**src/rtl/instr_exec_unit.sv**
```systemverilog
// instr_exec_unit: walks instruction register entries, executes each opcode, presents results on a valid/ready port
module instr_exec_unit #(
  parameter int OPERAND_W = 32,
  parameter int ADDR_W = 5,
  parameter int RESULT_W = 64
) (
  input  logic                 clk,
  input  logic                 reset,
  input  logic                 start,
  input  logic [ADDR_W-1:0]    start_ptr,
  input  logic [ADDR_W:0]      count,
  output logic [ADDR_W-1:0]    read_pointer,
  input  logic [2:0]           instr_opcode,
  input  logic [OPERAND_W-1:0] instr_operand_a,
  input  logic [OPERAND_W-1:0] instr_operand_b,
  output logic                 busy,
  output logic                 res_valid,
  input  logic                 res_ready,
  output logic [RESULT_W-1:0]  res_data,
  output logic [ADDR_W-1:0]    res_addr,
  output logic                 res_err,
  output logic                 done
);
  localparam int CW = $clog2(OPERAND_W) + 1;
  localparam int XW = RESULT_W - OPERAND_W;
  localparam logic [CW-1:0] CNT_END = CW'(OPERAND_W);
  typedef enum logic [2:0] {IDLE, FETCH, EXEC, DIVIDE, OUTPUT} state_t;
  state_t state_q, state_d;
  logic [ADDR_W-1:0] ptr_q, ptr_d;
  logic [ADDR_W:0] left_q, left_d;
  logic [2:0] op_q, op_d;
  logic signed [OPERAND_W-1:0] a_q, a_d, b_q, b_d;
  logic [RESULT_W-1:0] data_q, data_d;
  logic err_q, err_d, done_q, done_d;
  logic [OPERAND_W-1:0] quo_q, quo_d, rem_q, rem_d;
  logic [CW-1:0] cnt_q, cnt_d;
  logic signed [RESULT_W-1:0] ax, bx;
  logic [OPERAND_W-1:0] ua, ub;
  logic [OPERAND_W:0] sh, diff;
  logic [RESULT_W-1:0] qz, rz;
  logic is_div, b_zero, last;
  assign ax = {{XW{a_q[OPERAND_W-1]}}, a_q};
  assign bx = {{XW{b_q[OPERAND_W-1]}}, b_q};
  assign ua = a_q[OPERAND_W-1] ? OPERAND_W'(-a_q) : a_q;
  assign ub = b_q[OPERAND_W-1] ? OPERAND_W'(-b_q) : b_q;
  assign sh = {rem_q, quo_q[OPERAND_W-1]};
  assign diff = sh - {1'b0, ub};
  assign qz = {{XW{1'b0}}, quo_q};
  assign rz = {{XW{1'b0}}, rem_q};
  assign is_div = op_q[2] & op_q[1];
  assign b_zero = ~|b_q;
  assign last = left_q == (ADDR_W+1)'(1);
  assign read_pointer = ptr_q;
  assign res_addr = ptr_q;
  assign res_data = data_q;
  assign res_err = err_q;
  assign done = done_q;
  always_ff @(posedge clk) begin
    if (reset) begin
      state_q <= IDLE;
      ptr_q <= '0;
      left_q <= '0;
      op_q <= '0;
      a_q <= '0;
      b_q <= '0;
      data_q <= '0;
      err_q <= 1'b0;
      done_q <= 1'b0;
      quo_q <= '0;
      rem_q <= '0;
      cnt_q <= '0;
    end else begin
      state_q <= state_d;
      ptr_q <= ptr_d;
      left_q <= left_d;
      op_q <= op_d;
      a_q <= a_d;
      b_q <= b_d;
      data_q <= data_d;
      err_q <= err_d;
      done_q <= done_d;
      quo_q <= quo_d;
      rem_q <= rem_d;
      cnt_q <= cnt_d;
    end
  end
  always_comb begin
    state_d = state_q;
    case (state_q)
      IDLE:    state_d = (start && |count) ? FETCH : IDLE;
      FETCH:   state_d = EXEC;
      EXEC:    state_d = (is_div && !b_zero) ? DIVIDE : OUTPUT;
      DIVIDE:  state_d = (cnt_q == CNT_END) ? OUTPUT : DIVIDE;
      OUTPUT:  state_d = res_ready ? (last ? IDLE : FETCH) : OUTPUT;
      default: state_d = IDLE;
    endcase
  end
  always_comb begin
    busy = state_q != IDLE;
    res_valid = state_q == OUTPUT;
  end
  always_comb begin
    ptr_d = ptr_q;
    left_d = left_q;
    op_d = op_q;
    a_d = a_q;
    b_d = b_q;
    data_d = data_q;
    err_d = err_q;
    done_d = 1'b0;
    quo_d = quo_q;
    rem_d = rem_q;
    cnt_d = cnt_q;
    case (state_q)
      IDLE: begin
        ptr_d = (start && |count) ? start_ptr : ptr_q;
        left_d = (start && |count) ? count : left_q;
      end
      FETCH: begin
        op_d = instr_opcode;
        a_d = instr_operand_a;
        b_d = instr_operand_b;
      end
      EXEC: begin
        err_d = is_div & b_zero;
        quo_d = ua;
        rem_d = '0;
        cnt_d = '0;
        case (op_q)
          3'd1:    data_d = ax;
          3'd2:    data_d = bx;
          3'd3:    data_d = ax + bx;
          3'd4:    data_d = ax - bx;
          3'd5:    data_d = ax * bx;
          default: data_d = '0;
        endcase
      end
      DIVIDE: begin
        cnt_d = cnt_q + CW'(1);
        quo_d = {quo_q[OPERAND_W-2:0], ~diff[OPERAND_W]};
        rem_d = diff[OPERAND_W] ? sh[OPERAND_W-1:0] : diff[OPERAND_W-1:0];
        if (cnt_q == CNT_END)
          data_d = op_q[0] ? (a_q[OPERAND_W-1] ? -rz : rz)
                           : ((a_q[OPERAND_W-1] ^ b_q[OPERAND_W-1]) ? -qz : qz);
      end
      OUTPUT: begin
        left_d = res_ready ? left_q - (ADDR_W+1)'(1) : left_q;
        done_d = res_ready & last;
        ptr_d = (res_ready && !last) ? ptr_q + ADDR_W'(1) : ptr_q;
      end
      default: ;
    endcase
  end
endmodule

```
**config.mk**
```make
export PLATFORM = sky130hd
export DESIGN_NAME = instr_exec_unit
export DESIGN_NICKNAME = d
export VERILOG_FILES = /design/src/rtl/instr_exec_unit.sv
export SDC_FILE = /design/constraint.sdc
export NUM_CORES = 2
export LEC_CHECK = 0
export BUFFER_PORTS_ARGS = -buffer_cell sky130_fd_sc_hd__buf_2
export CAP_MARGIN = 30
export CORE_ASPECT_RATIO = 0.5
export CORE_MARGIN = 2
export CORE_UTILIZATION = 60
export CTS_BUF_LIST = sky130_fd_sc_hd__clkbuf_4
export CTS_CLUSTER_SIZE = 40
export DETAILED_ROUTE_END_ITERATION = 8
export PLACE_DENSITY = 0.77
export RECOVER_POWER = 50
export SLEW_MARGIN = 20
export SYNTH_ARGS = -nofsm -noshare
export SYNTH_HDL_FRONTEND = slang
export SYNTH_SLANG_ARGS = --single-unit
```
**constraint.sdc**
```tcl
create_clock -name clk -period 17.45 [get_ports clk]
set_clock_uncertainty 0.05 [all_clocks]
set_input_delay 0.8725 -clock clk [delete_from_list [all_inputs] [get_ports clk]]
set_output_delay 0.8725 -clock clk [all_outputs]
set_load 0.01 [all_outputs]
```
Word level (Yosys, flattened, before mapping)
Cells that the tools add are included.

operators by class
  add/sub/neg operators = 10
  $mul = 1
  divide/modulo/power cells = 0
  $lt $le $gt $ge = 0
  equality and inequality tests = 15
  shift operators = 0
  multiplexer cells = 24
  bitwise gates (word level) = 6
  reductions and logical operators = 15

operator list
  cell                                           number
  one-hot mux 64 bit (5 select lines)            1
  2-to-1 mux 64 bit                              4
  negation 32 -> 64 bit                          2
  one-hot mux 32 bit (2 select lines)            2
  one-hot mux 64 bit (2 select lines)            1
  2-to-1 mux 32 bit                              3
  multiplier 32 x 32 -> 64 bit                   1
  negation 32 bit                                2
  adder 32 x 32 -> 33 bit                        1
  subtractor 32 x 32 -> 33 bit                   1
  subtractor 33 x 32 -> 33 bit                   1
  OR reduction 32 bit                            1
  one-hot mux 6 bit (2 select lines)             2
  one-hot mux 3 bit (5 select lines)             1
  == test 3 x 2 -> 1 bit, second input constant  4
  2-to-1 mux 6 bit                               2
  2-to-1 mux 5 bit                               2
  one-hot mux 5 bit (2 select lines)             1
  == test 3 bit, second input constant           3
  2-to-1 mux 3 bit                               3
  adder 6 x 1 -> 6 bit, second input constant    1
  == test 3 x 1 -> 1 bit, second input constant  2
  == test 6 x 1 -> 1 bit, second input constant  1
  == test 6 bit, second input constant           1
  other kinds (17)                               28

storage, ports and cells
  register bits = 217
  bits in latches = 0
  memory bits (writable) = 0
  memory bits (read-only) = 0
  output and inout port bits = 78
  memories kept = 0

Longest topological paths before layout
  depth in word-level cells = 5
  gate-level depth with buffers = 33
  gate-level depth less buffers = 28

Worst setup path after synthesis
OpenSTA, ideal clock, no wires.

  kind = register to register
  start = register a_q[31]
  end = register data_q[60], in the netlist res_data[60]
  library setup time = 0.069 ns
  arrival = 8.980 ns
  required time = 17.331 ns
  path slack = 8.351 ns
  cell stages (with the launch flop) = 33
  path buffers = 6
  cell sequence = dfxtp_1 -> clkbuf_1 -> clkbuf_1 -> clkbuf_1 -> clkbuf_1 -> clkbuf_1 -> nand2_1 -> inv_1 -> fa_1 -> inv_1 -> fa_1 -> inv_1 -> fa_1 -> fa_1 -> inv_1 -> fa_1 -> inv_1 -> fa_1 -> inv_1 -> fa_1 -> inv_1 -> fa_1 -> ha_1 -> clkbuf_1 -> nand4_1 -> o21a_1 -> o21ai_0 -> nor3_1 -> a221oi_1 -> o21ai_0 -> a21oi_1 -> mux2_2 -> o21ai_1

between the ends
  word-level cells in the longest chain between the ends = 5
  elaborated cells on any way between the ends = 10

ends and longest elaborated chain
  element                                                                               line  RTL
  start: declaration                                                                    32    logic signed [OPERAND_W-1:0] a_q, a_d, b_q, b_d;
  start signal: assignment                                                              64    a_q <= '0;
  start signal: assignment                                                              77    a_q <= a_d;
  parallel branches: the longest is 4 deep, another holds multiplier 32 x 32 -> 64 bit  -
  one-hot mux 64 bit (2 select lines) *                                                 114   case (state_q)
  end signal: assignment                                                                79    data_q <= data_d;
  end: declaration                                                                      33    logic [RESULT_W-1:0] data_q, data_d;

Mark *: on every way between the ends. The select of a mux whose other input is x is not followed.
A chain may end at the register's enable or synchronous reset.

Worst setup path in the final report
  start = register a_q[6]
  end = register data_q[57], in the netlist res_data[57]

between the ends
  word-level cells in the longest chain between the ends = 3
  elaborated cells on any way between the ends = 5

ends and longest elaborated chain
  element                                                     line  RTL
  multiplier 32 x 32 -> 64 bit, or another cell as far along  134   3'd5: data_d = ax * bx;
  one-hot mux 64 bit (5 select lines) *                       129   case (op_q)
  one-hot mux 64 bit (2 select lines) *                       114

Mark *: on every way between the ends. The rest lies on a longest branch, timed or not.

==> qor.log <==
qor: setup_path.critPathArrivalTime 10.66 ns
qor: status.status complete, but fails checks
qor: routing.detail_route.iter0.violations 5,554
qor: timing.hold_viol_final 0
qor: grt.wire_length_of_the_first_global_routing_pass 297.6 mm
qor: power.share_seq_of_total_power 24.0%
qor: floorplan.die-width 426.6 µm
qor: yosys.synth-edff-count 0
qor: setup_path.critical_path_class reg -> reg
qor: yosys.synth_nets 7,829
qor: routing.wl 194.5 mm
qor: power.static-leakage-power 0.02682 µW
qor: yosys.synthDistinctLibCells 83
qor: yosys.syn-mean-instance-area 8.412 µm²
qor: timing.timing.final.crit_period 10.01 ns
qor: grt.grt.total_usage 43.09%
qor: floorplan.coreArea 88,440 µm²
qor: clocking.cts_post_setup_buffers_inserted 0
qor: routing.routed_via_density 6.281
qor: power.power_frac_clock 21.2%
qor: yosys.yosysSeqAreaShare 8.108%
qor: power.internal_power 1138 µW
qor: timing.maxClockFrequency 99.91 MHz
qor: yosys.synth_ff_type dfxtp_1
qor: clocking.clockBufferDepth 3
qor: timing.max_slew.worst_pin.slew 3.139 ns
qor: routing.total_drc_errors_in_the_routed_layout 0
qor: timing.layout_worst_path_cycle_share 57.36%
qor: yosys.synthesis.yosys.warnings 0
qor: clocking.cts_tree yes
qor: routing.overall_via_count_from_detail_route 47,260
qor: timing.final-max-slew-violation-count 186
qor: yosys.synth_async_sr_flop_share 0%
qor: setup_path.cp-end-kind register
qor: worst_hold_path.min_path_type in -> reg
qor: routing.detail-route-antenna-nets 0
qor: cells_and_area.area.sequential 4348 µm²
qor: setup_path.worst-endpoint-required 18.10 ns
qor: clocking.htree_levels 2
qor: timing.final-setup-viol-count 0
qor: cells_and_area.filler_cell_count 7,640
qor: power.power.share.switching 49.86%
qor: timing.setup-tns-final 0 ns
qor: cells_and_area.final_layout_size_suffix_gt1_share 5.289%
qor: cells_and_area.mostFrequentLayoutCells fa_1 (1,085), inv_1 (1,055), nand2_1 (873)
qor: clocking.cts_num_sinks 217
qor: timing.rsz0062_at_grt no
qor: yosys.synth-seq-cells 217
qor: timing.slew_headroom -109.3%
qor: placement.gpl.final_weighted_congestion 1.074
qor: clocking.ctsRootBufferMaster clkbuf_4
qor: power.combinationalPowerShare 54.9%
qor: cells_and_area.multi_input_area 43,720 µm²
qor: grt.grt_max_degree 76
qor: grt.grt_overflow_total 0
qor: clocking.cts_inserted_buffers 58
qor: grt.grt_pass1_vias 48,620
qor: cells_and_area.final_nets 7,752
qor: clocking.cts.repair.resized 0
qor: power.powerDensity 40.67 nW/µm²
qor: setup_path.path_max_fanout 20
qor: yosys.post_synth_inst_count 6,369
qor: setup_path.cp-start-kind register
qor: power.design_power_total 2270 µW
qor: status.violations_in_the_final_reports capacitance limit, slew limit
qor: placement.io_buffer_count 159
qor: routing.routedWlPerCell 25.85 µm
qor: clocking.postCtsHoldBufs 0
qor: floorplan.floorplan.die_area 91,850 µm²
qor: power.vdd_ir_drop_max 0.00004918 V
qor: routing.detailedRoute.firstPassIterationCount 7
qor: floorplan.floorplan.initialDensity 60.58%
qor: grt.antenna_found_initial 15
qor: floorplan.dieHeight 215.3 µm
qor: clocking.insertion_delay 0.92 ns
qor: floorplan.core_rows 77
qor: floorplan.ioPinCount 160
qor: cells_and_area.area_delta_synth_final 4.189%
qor: job.maxCapViolCount 4
qor: power.net_switching_power 1132 µW
qor: cells_and_area.final_common_cell fa_1
qor: placement.hpwl 147.7 mm
qor: clocking.worst_setup_hold_path_clk_slew 0.09 ns
qor: yosys.post_synth_instance_area 53,580 µm²
==> flip-flops by register name (all words and copies together) (netlist names) <==
name          flops
res_data         64
a_q              32
b_q              32
quo_q            32
rem_q            32
cnt_q             6
left_q            6
read_pointer      5
op_q              3
state_q           3
done              1
res_err           1
==> layout make-up <==
cell class | instances | area share [%]
tap | 1185 | 2.656
multi-input combinational | 4680 | 78.33
antenna | 5 | 0.02241
timing repair buffer | 275 | 2.808
clock inverter | 19 | 0.1547
inverter | 1060 | 7.128
clock buffer | 83 | 1.116
sequential | 217 | 7.789
==> metrics by stage <==
| step | instance area, µm² | setup WS [ns] | util [%] | instances | hold WS [ns] |
|---|---|---|---|---|---|
| final | 55820 | 7.441 | 63.12 | 7524 | 0.1404 |
| after global routing | 55810 | 7.153 | 63.11 | 7520 | 0.1578 |
| after CTS | 55910 | 7.780 | 63.22 | 7518 | 0.08961 |
| after detailed placement | 55200 | 7.938 | 62.42 | 7416 | 0.4091 |
| after global placement | 55200 | 8.126 | 62.42 | 7416 | 0.3960 |
| after floorplan | 53580 | 8.351 | - | 6369 | 0.4119 |
==> power by group through the flow <==
stage                     combinational, µW  clock (µW)  sequential (µW)
after floorplan                         794           0              550
after global placement                 1170           0              554
after detailed placement               1190           0              555
after CTS                              1200         480              544
after global routing                   1330         502              546
final                                  1250         480              545
==> final timing paths <==
| check | start | end | slack [ns] | cells after the start |
|---|---|---|---|---|
| max | a_q[6] | res_data[57] | 7.44 | 27 |
| min | instr_operand_a[3] | a_q[3] | 0.14 | 3 |
| max reg2reg | a_q[6] | res_data[57] | 7.44 | 27 |
| min reg2reg | b_q[7] | b_q[7] | 0.41 | 2 |
==> routing by layer <==
layer  part of all wire, %  routed length [µm]  GRT usage [%]
met1                    39               76080          60.27
met2                    42               80910          62.60
met3                    14               27710          13.52
met4                   4.9                9615          16.61
met5                 0.081                 157         0.5729
==> synth_stat cells, types with 19 or more instances <==
cell type	n	area [µm²]
a211oi_1	35	262.8
a21o_1	70	525.5
a21oi_1	347	1737
a221oi_1	20	175.2
a22oi_1	23	172.7
a31oi_1	35	219.0
and2_1	446	2790
and3_1	22	137.6
buf_1	35	131.4
clkbuf_1	367	1378
dfxtp_1	217	4344
fa_1	1085	21720
ha_1	293	3666
inv_1	1055	3960
mux2i_1	42	420.4
nand2_1	873	3277
nand2b_1	37	231.5
nand3_1	57	285.3
nand4_1	25	156.4
nor2_1	341	1280
nor2b_1	21	131.4
nor3_1	61	305.3
nor4_1	27	168.9
o211ai_1	24	180.2
o21a_1	19	142.6
o21ai_0	234	1171
o21ai_1	32	160.2
o21bai_1	19	142.6
o31ai_1	34	255.2
o41ai_1	19	166.4
xnor2_1	114	998.5
xor2_1	103	902.1
==> logic make-up (layout without fill, tap and decap cells) <==
family | after synthesis | count (layout) | share of synthesized area [%]
compound gates | 1051 | 1051 | 12.25
xor+xnor | 217 | 217 | 3.547
fa+ha+maj | 1378 | 1378 | 47.38
buf+inv | 1472 | 1437 | 10.37
flops | 217 | 217 | 8.108
mux | 45 | 45 | 0.8477
other cells | 0 | 5 | 0
simple gates | 1989 | 1989 | 17.49
==> worst max-delay path, cell delays in order, from the launching register on <==
cell	delay, ns
dfxtp_1	0.31
buf_4	0.36
clkinv_1	0.86
nor2_1	0.44
fa_1	0.47
fa_1	0.39
fa_1	0.49
inv_1	0.05
fa_1	0.47
inv_1	0.05
fa_1	0.51
inv_1	0.06
fa_1	0.53
inv_1	0.05
fa_1	0.49
fa_1	0.41
ha_1	0.40
nand4_1	0.19
nor3_1	0.21
o21ai_0	0.15
o211ai_1	0.70
a31oi_1	0.35
o311a_1	0.44
o211a_1	0.25
o211ai_1	0.39
a31oi_1	0.18
nor4b_1	0.17
or3_1	0.36
(Power assumes the default switching activity.)
